==> src/rtl/dmem_ctrl_pkg.sv <==
// Shared encodings and lane helpers for the dmem_ctrl data-memory access controller.
// Used by dmem_ctrl (top) and dmem_load_align.
package dmem_ctrl_pkg;

    localparam logic [1:0] SIZE_B   = 2'd0;
    localparam logic [1:0] SIZE_H   = 2'd1;
    localparam logic [1:0] SIZE_W   = 2'd2;
    localparam logic [1:0] SIZE_ILL = 2'd3;

    typedef enum logic {
        OWN_CORE   = 1'b0,
        OWN_LOADER = 1'b1
    } owner_e;

    typedef struct packed {
        owner_e     owner;
        logic       we;
        logic [1:0] size;
        logic [1:0] offset;
        logic       uns;
        logic       err;
    } resp_info_t;

    // Misaligned halves and words are truncated to their natural boundary.
    function automatic logic [1:0] lane_offset(input logic [1:0] size, input logic [1:0] addr_lo);
        case (size)
            SIZE_H:  return {addr_lo[1], 1'b0};
            SIZE_W:  return 2'b00;
            default: return addr_lo;
        endcase
    endfunction

    function automatic logic [3:0] lane_we(input logic [1:0] size, input logic [1:0] offset);
        case (size)
            SIZE_B:  return 4'b0001 << offset;
            SIZE_H:  return 4'b0011 << offset;
            SIZE_W:  return 4'b1111;
            default: return 4'b0000;
        endcase
    endfunction

    // Replication puts the store byte/half into every lane it could target.
    function automatic logic [31:0] lane_wdata(input logic [1:0] size, input logic [31:0] wdata);
        case (size)
            SIZE_B:  return {4{wdata[7:0]}};
            SIZE_H:  return {2{wdata[15:0]}};
            default: return wdata;
        endcase
    endfunction

endpackage

==> src/rtl/dmem_load_align.sv <==
// Load-data alignment: shifts the addressed bytes of the bank word down and
// sign- or zero-extends them to 32 bits. Purely combinational.
module dmem_load_align
    import dmem_ctrl_pkg::*;
(
    input  logic [31:0] mem_rdata,
    input  logic [1:0]  offset,
    input  logic [1:0]  size,
    input  logic        is_unsigned,
    output logic [31:0] rdata
);

    logic [31:0] shifted;
    logic        sign_b;
    logic        sign_h;

    assign shifted = mem_rdata >> {offset, 3'b000};
    assign sign_b  = ~is_unsigned & shifted[7];
    assign sign_h  = ~is_unsigned & shifted[15];

    always_comb begin
        rdata = '0;
        case (size)
            SIZE_B:  rdata = {{24{sign_b}}, shifted[7:0]};
            SIZE_H:  rdata = {{16{sign_h}}, shifted[15:0]};
            SIZE_W:  rdata = shifted;
            default: rdata = '0;
        endcase
    end

endmodule

==> src/rtl/dmem_ctrl.sv <==
// Two-port (core / loader) access controller for four byte-lane data-memory banks.
// Optional DMEM_CTRL_MISALIGN_CHECK_EN turns misaligned half/word accesses into errors.
module dmem_ctrl
    import dmem_ctrl_pkg::*;
#(
    parameter int CORE_PRIORITY = 0,
    parameter int ADDR_W        = 32
) (
    input  logic              clk,
    input  logic              rst_n,

    input  logic              c_req,
    output logic              c_ready,
    input  logic              c_we,
    input  logic [ADDR_W-1:0] c_addr,
    input  logic [31:0]       c_wdata,
    input  logic [1:0]        c_size,
    input  logic              c_unsigned,
    output logic              c_rvalid,
    output logic [31:0]       c_rdata,
    output logic              c_err,

    input  logic              l_req,
    output logic              l_ready,
    input  logic              l_we,
    input  logic [ADDR_W-1:0] l_addr,
    input  logic [31:0]       l_wdata,
    input  logic [1:0]        l_size,
    input  logic              l_unsigned,
    output logic              l_rvalid,
    output logic [31:0]       l_rdata,
    output logic              l_err,

    output logic              mem_valid,
    output logic [3:0]        mem_we,
    output logic [ADDR_W-1:0] mem_addr,
    output logic [31:0]       mem_wdata,
    input  logic [31:0]       mem_rdata
);

    owner_e            last_grant;
    logic              grant_c;
    logic              grant_l;
    logic              grant_any;

    owner_e            sel_owner;
    logic              sel_we;
    logic [ADDR_W-1:0] sel_addr;
    logic [31:0]       sel_wdata;
    logic [1:0]        sel_size;
    logic              sel_uns;
    logic [1:0]        sel_off;
    logic              sel_err;

    resp_info_t        resp_q;
    logic              resp_valid_q;
    logic [31:0]       load_data;
    logic [31:0]       resp_rdata;

    always_comb begin
        grant_c = 1'b0;
        grant_l = 1'b0;
        if (c_req && l_req) begin
            if (CORE_PRIORITY != 0 || last_grant == OWN_LOADER) begin
                grant_c = 1'b1;
            end else begin
                grant_l = 1'b1;
            end
        end else begin
            grant_c = c_req;
            grant_l = l_req;
        end
    end

    assign grant_any = grant_c | grant_l;
    assign c_ready   = grant_c;
    assign l_ready   = grant_l;

    always_comb begin
        sel_owner = OWN_CORE;
        sel_we    = c_we;
        sel_addr  = c_addr;
        sel_wdata = c_wdata;
        sel_size  = c_size;
        sel_uns   = c_unsigned;
        if (grant_l) begin
            sel_owner = OWN_LOADER;
            sel_we    = l_we;
            sel_addr  = l_addr;
            sel_wdata = l_wdata;
            sel_size  = l_size;
            sel_uns   = l_unsigned;
        end
    end

    assign sel_off = lane_offset(sel_size, sel_addr[1:0]);

`ifdef DMEM_CTRL_MISALIGN_CHECK_EN
    assign sel_err = (sel_size == SIZE_ILL)
                   || (sel_size == SIZE_H && sel_addr[0])
                   || (sel_size == SIZE_W && sel_addr[1:0] != 2'b00);
`else
    assign sel_err = (sel_size == SIZE_ILL);
`endif

    // Erroring requests are still accepted but never reach the banks.
    always_comb begin
        mem_valid = 1'b0;
        mem_we    = 4'b0000;
        mem_addr  = '0;
        mem_wdata = '0;
        if (grant_any && !sel_err) begin
            mem_valid = 1'b1;
            mem_addr  = {sel_addr[ADDR_W-1:2], 2'b00};
            if (sel_we) begin
                mem_we    = lane_we(sel_size, sel_off);
                mem_wdata = lane_wdata(sel_size, sel_wdata);
            end
        end
    end

    always_ff @(posedge clk or negedge rst_n) begin
        if (!rst_n) begin
            resp_valid_q <= 1'b0;
            resp_q       <= '0;
            last_grant   <= OWN_LOADER;
        end else begin
            resp_valid_q <= grant_any;
            if (grant_any) begin
                resp_q.owner  <= sel_owner;
                resp_q.we     <= sel_we;
                resp_q.size   <= sel_size;
                resp_q.offset <= sel_off;
                resp_q.uns    <= sel_uns;
                resp_q.err    <= sel_err;
                last_grant    <= sel_owner;
            end
        end
    end

    dmem_load_align u_load_align (
        .mem_rdata   (mem_rdata),
        .offset      (resp_q.offset),
        .size        (resp_q.size),
        .is_unsigned (resp_q.uns),
        .rdata       (load_data)
    );

    assign resp_rdata = (resp_q.we || resp_q.err) ? 32'h0 : load_data;

    assign c_rvalid = resp_valid_q && (resp_q.owner == OWN_CORE);
    assign l_rvalid = resp_valid_q && (resp_q.owner == OWN_LOADER);
    assign c_err    = c_rvalid && resp_q.err;
    assign l_err    = l_rvalid && resp_q.err;
    assign c_rdata  = c_rvalid ? resp_rdata : 32'h0;
    assign l_rdata  = l_rvalid ? resp_rdata : 32'h0;

endmodule

==> config.mk <==
export PLATFORM = sky130hd
export DESIGN_NAME = dmem_ctrl
export DESIGN_NICKNAME = d
export VERILOG_FILES = /design/src/rtl/dmem_ctrl_pkg.sv /design/src/rtl/dmem_load_align.sv /design/src/rtl/dmem_ctrl.sv
export SDC_FILE = /design/constraint.sdc
export NUM_CORES = 1
export LEC_CHECK = 0
export ABC_AREA = 1
export CAP_MARGIN = 20
export CORE_AREA = 2 2 119 121
export DETAILED_ROUTE_END_ITERATION = 8
export DIE_AREA = 0 0 121 123
export PLACE_DENSITY = 0.67
export SLEW_MARGIN = 20
export SYNTH_ARGS = -nofsm -noshare
export SYNTH_HDL_FRONTEND = slang
export SYNTH_SLANG_ARGS = --single-unit
==> constraint.sdc <==
create_clock -name clk -period 9.5 [get_ports clk]
set_input_delay 2.85 -clock clk [delete_from_list [all_inputs] [get_ports clk]]
set_output_delay 2.85 -clock clk [all_outputs]
set_load 0.1 [all_outputs]
== After elaboration in Yosys (flattened, before gate mapping) ==
Cells that the tools add are included.
Word-level totals
  logic and storage cells: 54
  bits in registers: 10
  output and inout port bits: 139
  input bits: 172
Operators by class
  reduce and logical (&&, ||, !) cells: 10
  multiplexer cells: 23
  shift-type cells: 3
  bitwise logic cells: 5
  equal/unequal tests: 5
Operators with widths (number)
  2-to-1 mux 32 bit: 8
  case mux 32 bit (3 select lines): 1
  case mux 32 bit (2 select lines): 1
  >> shifter 32 x 5 -> 32 bit: 1
  case mux 4 bit (3 select lines): 1
  2-to-1 mux 1 bit: 8
  2-to-1 mux 4 bit: 2
  == test 2 bit (second input constant): 3
  logical AND 1 bit: 6
  == test 2 x 1 -> 1 bit (second input constant): 2
  logical NOT 2 bit: 2
  case mux 2 bit (2 select lines): 1
  left shift 1 x 2 -> 4 bit (first input constant): 1
  left shift 2 x 2 -> 4 bit (first input constant): 1
  bitwise AND 1 bit: 2
  2-to-1 mux 2 bit: 1
  inverter 1 bit: 2
  logical NOT 1 bit: 1
  logical OR 1 bit: 1
  OR 1 bit: 1

== Logic depth before layout (Yosys ltp) ==
  word-level depth: 9
  gate-level depth with buffers: 14
  mapped depth without buffers: 11

== Modules after synthesis ==
Synthesis repeated with hierarchy kept, for this count alone.
Second synthesis, totals
  cells, all modules: 694
  area, all modules: 3382.0 um^2
By module, submodules not included
  dmem_ctrl: instances 1, cells each 507, seq. area each 251.5 um^2, area each 2447.3 um^2
  dmem_load_align: instances 1, cells each 187, seq. area each 0.0 um^2, area each 934.6 um^2

== Least setup slack after synthesis ==
OpenSTA, ideal clock, no wires.
  kind: input to output
  from: in c_req
  to: out mem_wdata[16]
  arrival: 6.540 ns
  path buffers: 1
  data required time: 6.650 ns
  stages on the path: 11
  setup slack: 0.110 ns
  cell sequence: nand2_2 > nand2_2 > buf_6 > o21ai_1 > inv_1 > ha_1 > nor2_1 > inv_1 > nor2_1 > nand2_1 > o21ai_1
On the way
  word-level cells in the longest chain between the ends: 7
  elaborated cells on any way between the ends: 15
  classes of those cells: eq/ne: 2; mux: 8; bitwise: 1; reduce/logical: 4
Ends and longest elaborated chain
  from (decl): line dmem_ctrl.sv:12  | input logic c_req,
  logical AND 1 bit: line dmem_ctrl.sv:63  | if (c_req && l_req) begin
  2-to-1 mux 1 bit: line dmem_ctrl.sv:63
  2-to-1 mux 2 bit: line dmem_ctrl.sv:86  | if (grant_l) begin
  named net sel_size[0]: line dmem_ctrl.sv:50  | logic [1:0] sel_size;
  == test 2 bit: line dmem_ctrl.sv:103  | assign sel_err = (sel_size == SIZE_ILL);
  named net sel_err: line dmem_ctrl.sv:53  | logic sel_err;
  logical NOT 1 bit: line dmem_ctrl.sv:112  | if (grant_any && !sel_err) begin
  logical AND 1 bit: line dmem_ctrl.sv:112
  2-to-1 mux 32 bit: line dmem_ctrl.sv:112
  to (decl): line dmem_ctrl.sv:37  | output logic [31:0] mem_wdata,
The timed path passes the listed nets, and every way through them passes these cells.

== Final worst setup path ==
  from: in c_req
  to: out mem_wdata[19]
On the way
  word-level cells in the longest chain between the ends: 7
  elaborated cells on any way between the ends: 15
  classes of those cells: eq/ne: 2; mux: 8; bitwise: 1; reduce/logical: 4
Ends and longest elaborated chain
  logical AND 1 bit *: line dmem_ctrl.sv:63
  2-to-1 mux 1 bit *: line dmem_ctrl.sv:63
  2-to-1 mux 2 bit *: line dmem_ctrl.sv:86
  named net sel_size[0]: line dmem_ctrl.sv:50
  == test 2 x 1 -> 1 bit, or another cell as far along: line dmem_ctrl_pkg.sv:44  | case (size)
  case mux 32 bit (2 select lines) or logical NOT 1 bit (tied branches): line dmem_ctrl_pkg.sv:44, dmem_ctrl.sv:112
  2-to-1 mux 32 bit or logical AND 1 bit (tied branches): line dmem_ctrl.sv:115, dmem_ctrl.sv:112
  2-to-1 mux 32 bit *: line dmem_ctrl.sv:112
The timed path passes the listed nets; every way through them passes the cells marked *.

==> reports/qor.txt <==
first-pass GRT wire length - 25.8 mm
post-synthesis cell area - 3090 um2
TritonCTS buffer count - 3
Async S/R FF share, synth - 1.00
drt wl/cell - 15.6 um
Placement Cell Area - 6760 um2
post-route ant nets - 0
ys flop type - dfrtp_1
Post-CTS Setup Bufs - 0
Seq cells post-synth - 10
RSZ-0062 raised after global routing - no
Combinational Power Share - 0.863
Commonest cells post-synth - nand2_1, nor2_1, nand3_1, o21ai_0, inv_1
Inst Count DP - 1117
register share of total power - 0.058
period utilization - 0.962
syn_area_per_cell - 4.63 um2
Min-Delay Path Class - reg -> reg
Layout area overhead - 121%
status - finished clean
dpl hpwl - 14.6 mm
Netlist cell types - 30
Vias/cell - 4.61
vias in the first global route - 4849
final hold violations - 0
die area - 14900 um2
WP data required - 6.65 ns
share of the synthesized area in the top cell type - 0.290
switching pwr - 584 uW
post-synthesis sequential area ratio - 0.0813
share of layout cells above drive strength 1 - 0.152
Synth area leader - nand2_1
Clock Tree Root - clkbuf_16
DR DRC count - 0
synth top area cells - nand2_1, nor2_1, nand3_1, o21ai_0, dfrtp_1
Final Wtd Congestion - 0.995
Worst slew margin - 0.322
routed vias - 5168
CTS tree - yes
Worst Skew - 0.00387 ns
leakage power - 3.17 nW
number of max-cap violations - 0
ANT cells - 0
Post-synth EDFFs - 0
Setup Viol. Count Final - 0
Iteration-0 DRC Markers - 235
Die H - 123 um
Worst-path clk slew - 0.04 ns
Pint - 359 uW
total congestion overflow - 0
Worst EP arrival - 6.29 ns
switching share of power - 0.620
largest net degree at the start of global routing - 40
htree depth - 1
Pre-antenna DRT Iters - 5
final hold slack - 0.524 ns
min Tclk post-route - 9.14 ns
clock power share - 0.079
Worst setup EP type - output pin
hold_buf cts - 0
CP Launch Type - input pin
antenna violations before repair - 0
aggregate global-route resource usage - 0.223
YS warnings - 0
f_max - 109 MHz
final worst slack - 0.357 ns
# IOs - 311
most common cell in the netlist - nand2_1
count of pins over their slew limit - 0
post-route setup TNS - 0 ns
pre-CTS WS - 0.336 ns
Rows - 43
number of buffers added on ports - 308
PostCTS Resize Cnt - 0
total wire length - 17.5 mm
Power Dens Cells - 138 nW/um2
Core Area - 13600 um2
worst ir drop on vdd - 0.0769 mV
Nets - 1118
Syn Inst Count - 669
Max Root-Sink Buffers - 2
CTS sink cnt - 10
Worst Max-Slew Pin Slew - 1.01 ns
Finished Cell Area - 6840 um2
die span in x - 121 um
CP max FO - 31
Starting Density - 0.227
Setup CP Type - in -> out
clock latency on the worst-skew pair - 0.23 ns
Cell Count, Final, Fillers Out - 1121
-- path summary, 6_finish.rpt --
check | from | endpoint | slack [ns] | cells after the start
min in group asynchronous | rst_n | resp_q[5]$_DFFE_PN0P_ | 2.95 | 1
worst min register to register | last_grant$_DFFE_PN1P_ | last_grant$_DFFE_PN1P_ | 0.52 | 2
max in group asynchronous | rst_n | last_grant$_DFFE_PN1P_ | 6.19 | 1
worst max register to register | last_grant$_DFFE_PN1P_ | resp_q[0]$_DFFE_PN0P_ | 6.98 | 9
worst min-delay path | last_grant$_DFFE_PN1P_ | last_grant$_DFFE_PN1P_ | 0.52 | 2
worst max-delay path | c_req | mem_wdata[19] | 0.36 | 12
-- layer usage --
layer,track usage,part of all wire,vias to the layer above
li1,-,-,2646
met1,0.235,0.36,2263
met2,0.441,0.53,239
met3,0.0480,0.089,20
met4,0.0596,0.024,0
met5,0,0,-
-- cell usage in the layout (no fill, tap or decap), drive strengths merged --
cell type      instances
o211ai                 8
clkdlybuf4s50        192
nand2                241
buf                  123
nand3                 60
dfstp                  1
clkbuf                 4
a21oi                 18
nor3                   1
nor2                 189
conb                   2
dfrtp                  9
ha                     4
a21boi                 1
inv                   27
nand4                  1
o21ai                 58
nand3b                 2
-- power by group through the flow --
stage,combinational [mW],sequential [mW],clock [mW]
after floorplan,0.537,0.0512,0
after global placement,0.813,0.0549,0
after detailed placement,0.815,0.0552,0
after CTS,0.816,0.0547,0.0757
after global routing,0.855,0.0558,0.0782
final,0.814,0.0550,0.0741
-- final cells by class --
cell class | count | area (um2)
inverter | 27 | 104
timing repair buffer | 315 | 3680
clock buffer | 4 | 78.8
fill | 1427 | 6770
sequential | 10 | 251
tap | 180 | 225
multi-input combinational | 585 | 2500
-- per-stage QoR --
step | util | power [mW]
4_1_cts | 0.503 | 0.947
3_5_place_dp | 0.497 | 0.870
2_1_floorplan | - | 0.588
5_1_grt | 0.503 | 0.989
3_3_place_gp | 0.497 | 0.868
6_report | 0.503 | 0.943
-- worst max-delay path, stage by stage --
cell	delay [ns]
clkdlybuf4s50_1	0.51
nand2_2	0.14
nand2_2	0.33
o21ai_1	0.49
inv_1	0.16
ha_1	0.38
nor2_4	0.26
inv_1	0.39
nor2_1	0.20
o21ai_0	0.09
o21ai_1	0.25
buf_12	0.21
-- sequential cells by signal, indices dropped and copies added (netlist names) --
register / count
resp_q: 8
last_grant: 1
resp_valid_q: 1
-- kinds of logic after synthesis --
kind of cell             synth area share
AND/OR/NAND/NOR                     0.635
adder cells (fa/ha/maj)            0.0162
other                             0.00121
AO/OA/AOI/OAI                       0.152
flip-flops                         0.0813
buffers and inverters               0.114
Note: power is estimated with default switching activity, not from simulation.
